File: config.mk
export PLATFORM = sky130hd
export DESIGN_NAME = multicycle_ctrl
export DESIGN_NICKNAME = d
export VERILOG_FILES = /design/src/rtl/riscv_ctrl_pkg.sv /design/src/rtl/ctrl_decode.sv /design/src/rtl/multicycle_ctrl.sv
export SDC_FILE = /design/constraint.sdc
export NUM_CORES = 1
export LEC_CHECK = 0
export CORE_ASPECT_RATIO = 0.6
export CORE_UTILIZATION = 45
export DETAILED_ROUTE_END_ITERATION = 6
export PLACE_DENSITY = 0.86
export REMOVE_ABC_BUFFERS = 1
export SKIP_CTS_REPAIR_TIMING = 1
export SLEW_MARGIN = 25
export SYNTH_ARGS = -nofsm -noshare
export SYNTH_HDL_FRONTEND = slang
export SYNTH_SLANG_ARGS = --single-unit
File: constraint.sdc
create_clock -name clk -period 5.2 [get_ports clk]
set_input_delay 0.78 -clock clk [delete_from_list [all_inputs] [get_ports clk]]
set_output_delay 0.78 -clock clk [all_outputs]
set_load 0.03 [all_outputs]
File: src/rtl/riscv_ctrl_pkg.sv
// Shared encodings for the multicycle RV32I control unit:
// FSM states, major opcodes and datapath select values.
package riscv_ctrl_pkg;

    typedef enum logic [2:0] {
        ST_FETCH  = 3'd0,
        ST_DECODE = 3'd1,
        ST_EXEC   = 3'd2,
        ST_MEM    = 3'd3,
        ST_WB     = 3'd4,
        ST_TRAP   = 3'd5
    } state_e;

    localparam logic [6:0] OPC_OP     = 7'b0110011;
    localparam logic [6:0] OPC_OP_IMM = 7'b0010011;
    localparam logic [6:0] OPC_LOAD   = 7'b0000011;
    localparam logic [6:0] OPC_STORE  = 7'b0100011;
    localparam logic [6:0] OPC_BRANCH = 7'b1100011;
    localparam logic [6:0] OPC_JAL    = 7'b1101111;
    localparam logic [6:0] OPC_JALR   = 7'b1100111;
    localparam logic [6:0] OPC_LUI    = 7'b0110111;
    localparam logic [6:0] OPC_AUIPC  = 7'b0010111;

    typedef enum logic [2:0] {
        IMM_I = 3'd0,
        IMM_S = 3'd1,
        IMM_B = 3'd2,
        IMM_J = 3'd3,
        IMM_U = 3'd4
    } imm_sel_e;

    typedef enum logic [1:0] {
        PC_PLUS4 = 2'd0,
        PC_IMM   = 2'd1,
        PC_ALU   = 2'd2
    } pc_sel_e;

    typedef enum logic [1:0] {
        WB_ALU = 2'd0,
        WB_MEM = 2'd1,
        WB_PC4 = 2'd2
    } wb_sel_e;

endpackage

File: src/rtl/ctrl_decode.sv
// Combinational opcode classifier: legality, immediate format,
// ALU operand sources and writeback source for the current instruction.
module ctrl_decode
    import riscv_ctrl_pkg::*;
(
    input  logic [6:0] opcode,
    output logic       legal,
    output logic [2:0] imm_sel,
    output logic       alu_src_a,
    output logic       alu_src_b,
    output logic [1:0] wb_sel,
    output logic       is_load,
    output logic       is_store,
    output logic       is_branch,
    output logic       is_jal,
    output logic       is_jalr
);

    always_comb begin
        legal     = 1'b1;
        imm_sel   = IMM_I;
        alu_src_a = 1'b0;
        alu_src_b = 1'b1;
        wb_sel    = WB_ALU;
        is_load   = 1'b0;
        is_store  = 1'b0;
        is_branch = 1'b0;
        is_jal    = 1'b0;
        is_jalr   = 1'b0;
        unique case (opcode)
            OPC_OP:     alu_src_b = 1'b0;
            OPC_OP_IMM: ;
            OPC_LOAD: begin
                is_load = 1'b1;
                wb_sel  = WB_MEM;
            end
            OPC_STORE: begin
                is_store = 1'b1;
                imm_sel  = IMM_S;
            end
            OPC_BRANCH: begin
                is_branch = 1'b1;
                imm_sel   = IMM_B;
                alu_src_a = 1'b1;
            end
            OPC_JAL: begin
                is_jal    = 1'b1;
                imm_sel   = IMM_J;
                alu_src_a = 1'b1;
                wb_sel    = WB_PC4;
            end
            OPC_JALR: begin
                is_jalr = 1'b1;
                wb_sel  = WB_PC4;
            end
            OPC_LUI:    imm_sel = IMM_U;
            OPC_AUIPC: begin
                imm_sel   = IMM_U;
                alu_src_a = 1'b1;
            end
            default:    legal = 1'b0;
        endcase
    end

endmodule

File: src/rtl/multicycle_ctrl.sv
// Multicycle RV32I control FSM (FETCH/DECODE/EXEC/MEM/WB/TRAP) with a
// retired-instruction counter; opcode classification lives in ctrl_decode.
module multicycle_ctrl
    import riscv_ctrl_pkg::*;
(
    input  logic        clk,
    input  logic        rst,
    input  logic [31:0] inst,
    input  logic        mem_ready,
    input  logic        br_taken,
    output logic        mem_req,
    output logic        mem_we,
    output logic        ir_write,
    output logic        pc_write,
    output logic [1:0]  pc_sel,
    output logic        reg_write,
    output logic [1:0]  wb_sel,
    output logic [2:0]  imm_sel,
    output logic        alu_src_a,
    output logic        alu_src_b,
    output logic [2:0]  state,
    output logic        illegal,
    output logic [31:0] instret
);

    state_e      state_q, state_d;
    logic [31:0] instret_q, instret_d;

    logic       dec_legal, dec_a, dec_b;
    logic [2:0] dec_imm;
    logic [1:0] dec_wb;
    logic       is_load, is_store, is_branch, is_jal, is_jalr;

    logic unused_inst_bits;
    assign unused_inst_bits = ^inst[31:7];

    ctrl_decode u_decode (
        .opcode    (inst[6:0]),
        .legal     (dec_legal),
        .imm_sel   (dec_imm),
        .alu_src_a (dec_a),
        .alu_src_b (dec_b),
        .wb_sel    (dec_wb),
        .is_load   (is_load),
        .is_store  (is_store),
        .is_branch (is_branch),
        .is_jal    (is_jal),
        .is_jalr   (is_jalr)
    );

    always_comb begin
        state_d   = state_q;
        mem_req   = 1'b0;
        mem_we    = 1'b0;
        ir_write  = 1'b0;
        pc_write  = 1'b0;
        pc_sel    = PC_PLUS4;
        reg_write = 1'b0;
        wb_sel    = WB_ALU;
        alu_src_a = 1'b0;
        alu_src_b = 1'b0;
        imm_sel   = dec_imm;
        unique case (state_q)
            ST_FETCH: begin
                mem_req = 1'b1;
                if (mem_ready) begin
                    ir_write = 1'b1;
                    state_d  = ST_DECODE;
                end
            end
            ST_DECODE: state_d = dec_legal ? ST_EXEC : ST_TRAP;
            ST_EXEC: begin
                alu_src_a = dec_a;
                alu_src_b = dec_b;
                if (is_branch) begin
                    pc_write = 1'b1;
                    pc_sel   = br_taken ? PC_IMM : PC_PLUS4;
                    state_d  = ST_FETCH;
                end else if (is_load || is_store) begin
                    state_d = ST_MEM;
                end else begin
                    state_d = ST_WB;
                end
            end
            ST_MEM: begin
                alu_src_a = dec_a;
                alu_src_b = dec_b;
                mem_req   = 1'b1;
                mem_we    = is_store;
                if (mem_ready) begin
                    pc_write = is_store;
                    state_d  = is_store ? ST_FETCH : ST_WB;
                end
            end
            ST_WB: begin
                alu_src_a = dec_a;
                alu_src_b = dec_b;
                reg_write = 1'b1;
                pc_write  = 1'b1;
                wb_sel    = dec_wb;
                pc_sel    = is_jal ? PC_IMM : (is_jalr ? PC_ALU : PC_PLUS4);
                state_d   = ST_FETCH;
            end
            ST_TRAP: ;
            default: state_d = ST_FETCH;
        endcase
        // Reset is asynchronous, so strobes must also drop combinationally
        // while it is held; mem_req keeps its FETCH value.
        if (rst) begin
            mem_we    = 1'b0;
            ir_write  = 1'b0;
            pc_write  = 1'b0;
            pc_sel    = PC_PLUS4;
            reg_write = 1'b0;
            wb_sel    = WB_ALU;
            alu_src_a = 1'b0;
            alu_src_b = 1'b0;
            imm_sel   = '0;
        end
    end

    assign instret_d = instret_q + {31'd0, pc_write};

    always_ff @(posedge clk or posedge rst) begin
        if (rst) begin
            state_q   <= ST_FETCH;
            instret_q <= '0;
        end else begin
            state_q   <= state_d;
            instret_q <= instret_d;
        end
    end

    assign state   = state_q;
    assign illegal = (state_q == ST_TRAP);
    assign instret = instret_q;

endmodule
==> flow_summary.ini, run 1 <==
[placement]
dp_hpwl_um = 3490
placed_area_um2 = 2550
gp_congestion = 0.965
port_buffers = 60

[setup_path]
endpoint_kind = output port
crit_path_start_kind = input port
crit_path_max_fanout = 9
crit_required_ns = 4.42
worst-endpoint-arrival_ns = 3.31
crit_type = input port to output port
rrSetupSlack_ns = 2.47

[detailed_routing]
vias_per_cell = 5.29
drt_drc_violations_left = 0
drt_iter0_drc = 93
wl_per_cell_um = 14.6
vias = 1645
firstDrtPassIters = 4
drt-total-wl_um = 4550
antenna_left = 0

[grt]
grt.overflow.total = 0
grt_max_degree = 37
grt_pass1_vias = 1451
grt_use_total = 0.220
grt_pass1_wl_um = 7330
antenna_found_initial = 0

[layout]
fin_nets = 291
syn_to_final_growth_pct = 40.1
drive_above_1_share = 0.0591
num_antenna_cells = 0
final_area_um2 = 2670

[sta]
hold_viol_final = 0
maxSlewHeadroom = 0.596
tightest_slew_ns = 0.602
skew_ns = 0.0129
setup_tns_ns = 0
setup-violations-final = 0
fin_crit_sh = 0.787
rsz0062_at_grt = false
drv_slew = 0
max_freq_mhz = 244
period_needed_ns = 4.09

[floorplanning]
initial_core_util = 0.495
die-area_um2 = 4510
fp.dieW_um = 86.0
core.rowCount = 17
die_h_um = 52.4
io_pins = 86
fp.coreArea_um2 = 3850

[synthesis]
synthesis.area_um2 = 1910
ys_types = 37
synth_top_area_share = 0.460
syn_inst = 192
yosysWarningCount = 0
synth_area_leaders = dfrtp_1, xnor2_1, nand3_1, xor2_1, nand2_1
avgSynthCellArea_um2 = 9.92
synth.ff_latch_count = 35
synth-seq-area-share = 0.460
yosysTopAreaCell = dfrtp_1

[clocking]
cts_inserted_buffers = 5
clk_latency_ns = 0.29
cts.sink_count = 35
root_buffer = clkbuf_8
clock_path_buffers = 2
cts_tree = built
cts_htree_levels = 2
clk_pin_slew_ns = 0.07

[power]
switchingPower_uw = 254
p_sw_frac = 0.323
p_clk_frac = 0.320
combPwrFrac = 0.266
ir_worst_vdd_uv = 203
p_seq_frac = 0.414
p_int_uw = 533
p_per_area_nw_per_um2 = 295
p_leak_nw = 1.15

[outcome]
status = complete, no violations

[min_path]
hold_path.class = register to register

[flow_run]
cap_violations = 0
==> cells by family after synthesis <==
kind of cell,share of synthesized area
AND/OR/NAND/NOR,0.292
flip-flops,0.460
XOR/XNOR,0.142
AO/OA/AOI/OAI,0.0584
buffers and inverters,0.0295
adder cells (fa/ha/maj),0.0184
==> cells in the mapped netlist <==
master and instances:
a21o_1 1, nor4_4 3, nor2b_1 3, o21ai_0 4, and3_1 10, inv_1 6
o22ai_1 1, ha_1 2, nor3b_1 1, clkbuf_1 1, a211o_1 1, maj3_1 1
a31oi_1 2, and3b_1 2, nand2b_1 2, and4_1 1, a22o_1 2, xnor2_1 23
nand2_1 18, dfrtp_1 35, a21oi_1 3, xor2_1 8, nand3_4 1, buf_2 6
nand4bb_1 1, nor2_1 11, a211oi_1 1, o32ai_1 1, a22oi_1 1, nand3_1 16
nor4b_1 1, nor4_1 2, nor3_1 8, nand4_1 10, and2_1 1, or2_2 1
nand3_2 1
==> per-stage QoR <==
step           hold WS [ns]  setup slack (ns)  utilization  total power, mW  instances
2_1_floorplan         0.654              1.45            -            0.444        185
3_3_place_gp          0.460              1.19        0.663            0.536        303
3_5_place_dp          0.482              1.18        0.663            0.539        303
4_1_cts               0.493              1.17        0.693            0.791        311
5_1_grt               0.518             0.973        0.693            0.820        311
6_report              0.487              1.11        0.693            0.787        311
==> placed cells by master, fill, tap and decap left out, types with 2 or more instances in the layout <==
master / count
a31oi_1: 2
clkbuf_8: 6
nand4_1: 10
dfrtp_1: 35
xnor2_1: 23
nand3_1: 16
a21oi_1: 3
clkdlybuf4s50_1: 60
nand2_1: 18
xor2_1: 8
nor4_1: 2
ha_1: 2
o21ai_0: 4
and3b_1: 2
and3_1: 10
nor2_1: 11
inv_1: 6
nand2b_1: 2
nor4_4: 3
a22o_1: 2
nor3_1: 8
nor2b_1: 3
==> final timing paths <==
| kind | cells past startpoint | end | start |
|---|---|---|---|
| worst max-delay path | 6 | pc_write | inst[3] |
| worst min-delay path | 1 | instret[29] | instret[29] |
| worst max register to register | 10 | instret[28] | state[0] |
| worst min register to register | 1 | instret[29] | instret[29] |
| max in group asynchronous | 3 | state[2] | rst |
| min in group asynchronous | 3 | instret[20] | rst |
==> routing by layer <==
metal  vias up  wire, um  global-route usage
met5         -         0                   0
met3         5       320              0.0535
li1        798         -                   -
met2        49      1940               0.311
met4         0        45              0.0806
met1       793      2240               0.323
==> registers in the layout, indices dropped and copies added, names as in the netlist <==
name / flops
state: 3
instret: 32
==> power by group through the flow <==
stage          clock network (mW)  logic, mW  registers [mW]
2_1_floorplan                   0     0.0843           0.359
3_3_place_gp                    0      0.207           0.329
3_5_place_dp                    0      0.209           0.330
4_1_cts                     0.256      0.210           0.325
5_1_grt                     0.270      0.222           0.328
6_report                    0.252      0.209           0.326
==> cell type report <==
type / instances / area, um^2
timing repair buffer: 61 / 608
clock inverter: 2 / 35.0
inverter: 6 / 22.5
tap: 57 / 71.3
fill: 292 / 1180
clock buffer: 6 / 82.6
sequential: 35 / 876
multi-input combinational: 144 / 973
==> critical path, stage by stage <==
cell	delay [ns]
clkdlybuf4s50_1	0.58
nand4bb_1	0.41
nor3_1	0.40
nand4_1	0.17
a31oi_1	0.26
clkdlybuf4s50_1	0.72
(Power assumes the default switching activity.)
==> run 2: changes to the inputs <==
- CORE_UTILIZATION: 45 -> 38
- PLACE_DENSITY: 0.86 -> 0.77
- clock period: 5.2 -> 3.45 ns (I/O delays scaled with it)
==> flow_summary.ini, run 2 (synthesis results as in run 1) <==
[sta]
holdWs_ns = 0.496
maxSlewHeadroom = 0.667
fin_ws_ns = 0.195
max_freq_mhz = 307
drv_slew = 0
setup_tns_ns = 0
setup-violations-final = 0
hold_viol_final = 0
tightest_slew_ns = 0.495
skew_ns = 0.0113
rsz0062_at_grt = false
period_needed_ns = 3.26
fin_crit_sh = 0.944

[power]
p_leak_nw = 1.18
p_per_area_nw_per_um2 = 428
ir_worst_vdd_uv = 286

[layout]
fin_nets = 298
layout_common_cells = clkdlybuf4s50_1, dfrtp_1, xnor2_1
fill_cells = 414
drive_above_1_share = 0.0808
syn_to_final_growth_pct = 42.3
final_area_um2 = 2710
num_antenna_cells = 0
largest_reg_flops = 32
fin_cells = 323
final_common_cell = clkdlybuf4s50_1

[detailed_routing]
firstDrtPassIters = 4
drt_iter0_drc = 87
drt_drc_violations_left = 0
drt-total-wl_um = 4530
vias_per_cell = 5.15
wl_per_cell_um = 14.0
antenna_left = 0
vias = 1665

[setup_path]
critical-path-top-delay-family = buffers and inverters
slowest_delay_ns = 0.73
path_cells = clkdlybuf4s50_1, nand4bb_1, nor3_1, nand4_1, a31oi_1, clkdlybuf4s50_1
path_common_cell = clkdlybuf4s50_1
crit_type = input port to output port
crit_required_ns = 2.93
crit_path_max_fanout = 5
cp_slowest_cell = clkdlybuf4s50_1
path_buf_inv = 2
endpoint_kind = output port
crit_path_start_kind = input port
cp.depth = 6
r2r_cells = 10
worst-endpoint-arrival_ns = 2.74

[clocking]
root_buffer = clkbuf_8
cts.sink_count = 35
cts_tree = built
cts_inserted_buffers = 5
cts_htree_levels = 2
clk_pin_slew_ns = 0.07
clock_path_buffers = 2
clk_latency_ns = 0.28

[placement]
dp.cells = 316
place_ws_ns = -0.00928
dp_hpwl_um = 3560
placed_area_um2 = 2610
port_buffers = 60
gp_congestion = 0.831

[grt]
grt_max_degree = 36
grt.overflow.total = 0
grt_use_total = 0.185
use_met3 = 0.0447
top_usage_layer = met1
use_met1 = 0.296
grt_pass1_wl_um = 7590
grt_pass1_vias = 1513
grt_use_met2 = 0.243
antenna_found_initial = 0

[floorplanning]
fp.dieW_um = 93.4
fp.coreArea_um2 = 4680
io_pins = 86
die-area_um2 = 5310
core.rowCount = 19
die_h_um = 56.9
initial_core_util = 0.407

[outcome]
status = complete, no violations

[min_path]
hold_path.class = register to register
hold_path_depth = 1

[flow_run]
cap_violations = 0
[run 2: changes by cell type in the layout (fill, tap and decap cells not counted), sizes merged]
cell	delta
clkdlybuf4s50	-1
clkinv	-1
buf	+8
[run 2: stage by stage]
| step | total power, mW | utilization |
|---|---|---|
| 2_1_floorplan | 0.669 | - |
| 3_3_place_gp | 0.820 | 0.557 |
| 3_5_place_dp | 0.821 | 0.557 |
| 4_1_cts | 1.17 | 0.579 |
| 5_1_grt | 1.22 | 0.579 |
| 6_report | 1.16 | 0.579 |
[run 2: power breakdown]
| part | switching, mW | internal (mW) | total (mW) | leakage [nW] |
|---|---|---|---|---|
| sequential | 0.0502 | 0.438 | 0.488 | 0.479 |
| combinational | 0.187 | 0.139 | 0.325 | 0.648 |
| clock | 0.135 | 0.212 | 0.347 | 0.0513 |
[run 2: layer usage]
layer	up-vias	part of all wire
met2	53	0.41
met5	-	0
met4	0	0.0075
met3	5	0.063
met1	795	0.52
li1	812	-
[run 2: path summary, 6_finish.rpt]
path / from / to / slack (ns)
worst max-delay path: inst[3] / pc_write / 0.19
min in group asynchronous: rst / instret[31] / 0.90
worst min register to register: instret[31] / instret[31] / 0.50
max in group asynchronous: rst / instret[16] / 2.24
worst max register to register: state[1] / instret[24] / 0.69
worst min-delay path: instret[31] / instret[31] / 0.50
[run 2: final cells by class]
| cell class | instances | area (um^2) | area share |
|---|---|---|---|
| inverter | 6 | 22.5 | 0.00831 |
| sequential | 35 | 876 | 0.323 |
| multi-input combinational | 144 | 973 | 0.359 |
| timing repair buffer | 68 | 658 | 0.243 |
| tap | 63 | 78.8 | 0.0291 |
| clock inverter | 1 | 30.0 | 0.0111 |
| clock buffer | 6 | 72.6 | 0.0268 |
